--- src/rtl/tt_um_restador_serial.sv ---
// Bit-serial 4-bit subtractor (A - B) for TinyTapeout, with a start/busy/done handshake.
// The ripple A + ~B + 1 runs through a 1-bit datapath, one bit per clock, LSB first.
module tt_um_restador_serial #(
    parameter int WIDTH = 4
) (
    input  logic       clk,
    input  logic       rst_n,
    input  logic       ena,
    input  logic [7:0] ui_in,
    input  logic [7:0] uio_in,
    output logic [7:0] uo_out,
    output logic [7:0] uio_out,
    output logic [7:0] uio_oe
);
    localparam int CNT_W = $clog2(WIDTH + 1);

    typedef enum logic [1:0] {IDLE, SHIFT, DONE} state_t;

    state_t             state_q, state_d;
    logic               start_prev_q, start_prev_d;
    logic [WIDTH-1:0]   a_q, a_d;
    logic [WIDTH-1:0]   b_q, b_d;
    logic [WIDTH-1:0]   res_q, res_d;
    logic               carry_q, carry_d;
    logic [CNT_W-1:0]   cnt_q, cnt_d;
    logic               busy_q, busy_d;
    logic               done_q, done_d;
    logic [7:0]         out_q, out_d;

    logic               start_ev;
    logic               sum_bit;
    logic               carry_nxt;
    logic [WIDTH-1:0]   diff_full;
    logic               unused_uio;

    assign start_ev  = uio_in[0] & ~start_prev_q & ena;
    assign sum_bit   = a_q[0] ^ ~b_q[0] ^ carry_q;
    assign carry_nxt = (a_q[0] & ~b_q[0]) | (carry_q & (a_q[0] ^ ~b_q[0]));
    // Result register as it will look once this cycle's bit is shifted in.
    assign diff_full = {sum_bit, res_q[WIDTH-1:1]};
    assign unused_uio = &{1'b0, uio_in[7:1]};

    always_comb begin
        state_d      = state_q;
        start_prev_d = uio_in[0];
        a_d          = a_q;
        b_d          = b_q;
        res_d        = res_q;
        carry_d      = carry_q;
        cnt_d        = cnt_q;
        busy_d       = busy_q;
        done_d       = 1'b0;
        out_d        = out_q;

        case (state_q)
            IDLE, DONE: begin
                if (start_ev) begin
                    a_d     = ui_in[WIDTH-1:0];
                    b_d     = ui_in[2*WIDTH-1:WIDTH];
                    res_d   = '0;
                    carry_d = 1'b1;
                    cnt_d   = '0;
                    busy_d  = 1'b1;
                    state_d = SHIFT;
                end
            end
            SHIFT: begin
                a_d     = a_q >> 1;
                b_d     = b_q >> 1;
                res_d   = diff_full;
                carry_d = carry_nxt;
                cnt_d   = cnt_q + 1'b1;
                if (cnt_q == CNT_W'(WIDTH - 1)) begin
                    // Final carry of A + ~B + 1 is the inverted borrow.
                    out_d   = {1'b1, 1'b0, (diff_full == '0), ~carry_nxt, diff_full};
                    busy_d  = 1'b0;
                    done_d  = 1'b1;
                    state_d = DONE;
                end
            end
            default: state_d = IDLE;
        endcase
    end

    always_ff @(posedge clk) begin
        if (!rst_n) begin
            state_q      <= IDLE;
            start_prev_q <= 1'b0;
            a_q          <= '0;
            b_q          <= '0;
            res_q        <= '0;
            carry_q      <= 1'b0;
            cnt_q        <= '0;
            busy_q       <= 1'b0;
            done_q       <= 1'b0;
            out_q        <= '0;
        end else begin
            state_q      <= state_d;
            start_prev_q <= start_prev_d;
            a_q          <= a_d;
            b_q          <= b_d;
            res_q        <= res_d;
            carry_q      <= carry_d;
            cnt_q        <= cnt_d;
            busy_q       <= busy_d;
            done_q       <= done_d;
            out_q        <= out_d;
        end
    end

    assign uo_out  = out_q;
    assign uio_out = {5'b0, done_q, busy_q, 1'b0};
    assign uio_oe  = 8'b0000_0110;

endmodule

--- config.mk ---
export PLATFORM = sky130hd
export DESIGN_NAME = tt_um_restador_serial
export DESIGN_NICKNAME = d
export VERILOG_FILES = /design/src/rtl/tt_um_restador_serial.sv
export SDC_FILE = /design/constraint.sdc
export NUM_CORES = 1
export LEC_CHECK = 0
export BUFFER_PORTS_ARGS = -buffer_cell sky130_fd_sc_hd__buf_2
export CORE_MARGIN = 8
export CORE_UTILIZATION = 45
export CTS_CLUSTER_DIAMETER = 60
export DETAILED_ROUTE_END_ITERATION = 16
export HOLD_SLACK_MARGIN = 0.12
export PLACE_DENSITY = 0.72
export SYNTH_ARGS = -nofsm -noshare
export SYNTH_HDL_FRONTEND = slang
export SYNTH_SLANG_ARGS = --single-unit
--- constraint.sdc ---
create_clock -name clk -period 2.9 [get_ports clk]
set_input_delay 0.29 -clock clk [delete_from_list [all_inputs] [get_ports clk]]
set_output_delay 0.29 -clock clk [all_outputs]
set_load 0.01 [all_outputs]
==> results.cfg <==
[outcome]
outcome = finished clean

[cts]
cts-root-buf = clkbuf_4
cts_buffers = 3
clk_pin_slew_ns = 0.13
worstSkewPairLatency_ns = 0.32
htreeDepth = 1
post_cts_buffers = 0
cts_tree = done
clock-sinks = 27
cts_resized = 0
cts_max_path_buffers = 2
cts_hold_buf = 0

[drt]
viasPerCell = 4.95
drtPass1Iterations = 2
dr_wl_met2_um = 1180
wl_met1_um = 1060
drtAntennaViolNets = 0
vias = 921
drt-initial-drc-count = 25
wl_met3_um = 139
post_drt_wl_per_cell_um = 13.0
wl_um = 2420
drc = 0
top_layer = met4

[logic_synthesis]
synthCells = 143
synth_ff_type = dfxtp_1
yosysWarnings = 0
netlist_area_um2 = 1330
syn_avg_cell_area_um2 = 9.31
synth_top_area_cell = dfxtp_1
ys_types = 31
synth.top_cells.by_area = dfxtp_1 (41%), buf_4 (11%), nand3_2 (5.3%)
async_flop_share = 0
synth_seq_cells = 27
synth-edff-count = 0
synth_top_area_frac = 0.406
yosysSeqAreaShare = 0.406

[final_layout]
final_cell_area_um2 = 1350
area_growth_pct = 1.41
layout-drive-gt1-share = 0.271
final_common_cell = dfxtp_1
fin_nets = 179
layout_common_cells = dfxtp_1 (27), buf_2 (20), conb_1 (15)
insertedDiodeCount = 0

[worst_setup_path]
reg2reg_depth = 2
cp.required_ns = 3.14
timing.rr.start = state_q[0]
critPathLaunchType = flop
worst_setup_path_end_kind = flop
critPathMaxFanout = 16
timing_worst_setup_path_type = flop to flop
crit_path_start = state_q[0]
reg2reg_slack_ns = 1.18
cp-endpoint = b_q[0]
r2r-end = b_q[0]
cp.arrival_ns = 1.96

[global_routing]
grt_pass1_wl_um = 4020
grt_max_degree = 19
antenna_found_initial = 0
overflow = 0
grt_pass1_vias = 902
grt.total_usage = 0.0956

[timing]
drv_slew = 0
finalSetupTns_ns = 0
min_period_ns = 1.72
max_freq_ghz = 0.582
setup_violations = 0
post-route-period-util = 0.593
slew_headroom = 0.412
skew_ns = 0.00563
holdWs_ns = 0.195
hold_viol_final = 0
rsz0062_at_grt = false
tightest_slew_ns = 0.877

[floorplan]
io_pins = 43
fp.dieW_um = 70.4
die_area_um2 = 4950
core-area_um2 = 2780
fp-row-count = 19
initial_utilization = 0.479
die_y_um = 70.4

[worst_hold_path]
hp-class = primary input to flop

[power_and_ir_drop]
p_leak_nw = 0.571
p_per_area_nw_per_um2 = 477
ir_drop_v = 0.000251

[flow_run]
drv_cap = 0

[placed_design]
dpl.hpwl_um = 1770
port_buffers = 20
placed_area_um2 = 1320
gp_congestion = 0.702
==> cell type report <==
cell class,count,area [um2]
flip-flops and latches,27,541
clock buffers,4,26.3
well taps,31,38.8
repair buffers,20,100
fillers,274,1430
inverters,4,15.0
multi-input cells,100,629
==> how the worst min path moves through the flow <==
stage,startpoint,to,slack [ns],cells past startpoint
floorplan,uio_in[0],start_prev_q,0.41,1
global placement,uo_out[7],uo_out[7],0.43,2
detailed placement,uo_out[7],uo_out[7],0.44,2
CTS,ui_in[3],a_q[3],0.18,3
global route,ui_in[3],a_q[3],0.19,3
finish,ui_in[3],a_q[3],0.20,3
==> critical path, cell delays in order (launching register included) <==
cell and delay [ns]:
dfxtp_1 0.37, nand4bb_1 0.78, a311oi_2 0.48
==> synth_stat cells, types with 3 or more instances <==
| cell type | n |
|---|---|
| inv_1 | 3 |
| a21oi_1 | 6 |
| o21ai_0 | 8 |
| dfxtp_1 | 27 |
| mux2i_1 | 4 |
| nand2b_1 | 3 |
| a21oi_2 | 7 |
| nor3_1 | 10 |
| nand3_2 | 7 |
| nand2_1 | 9 |
| buf_4 | 19 |
| buf_2 | 3 |
| nor2_1 | 13 |
| ha_1 | 3 |
==> layer usage <==
metal	global-route usage	up-vias
met5	0	-
met4	0.0558	0
met3	0.0339	4
met2	0.160	18
met1	0.101	429
li1	-	470
==> stage by stage <==
step                utilization  power [mW]  worst slack (ns)  std cells
floorplan                     -       0.498              1.55        156
global placement          0.476       0.492              1.25        182
detailed placement        0.476       0.495              1.21        182
CTS                       0.485       0.652              1.17        186
global route              0.485       0.680              1.05        186
finish                    0.485       0.644              1.18        186
==> state kept, by name, summed over array words and instances, names as in the netlist <==
signal	flops
b_q	4
uo_out	7
done_q	1
start_prev_q	1
busy_q	1
cnt_q	3
carry_q	1
state_q	2
res_q	3
a_q	4
==> where the power goes <==
| part | internal [mW] | switching, mW |
|---|---|---|
| Clock | 0.0539 | 0.103 |
| Combinational | 0.0318 | 0.0575 |
| Sequential | 0.387 | 0.0102 |
==> logic make-up (layout without fill, tap and decap cells) <==
family	count (synthesis)	after routing	share of synthesized area
adder cells (fa/ha/maj)	4	4	0.0432
flip-flops	27	27	0.406
buffers and inverters	29	28	0.158
multiplexers	4	4	0.0301
AO/OA/AOI/OAI	24	24	0.127
other	2	15	0.00564
AND/OR/NAND/NOR	53	53	0.230
(Power assumes the default switching activity.)
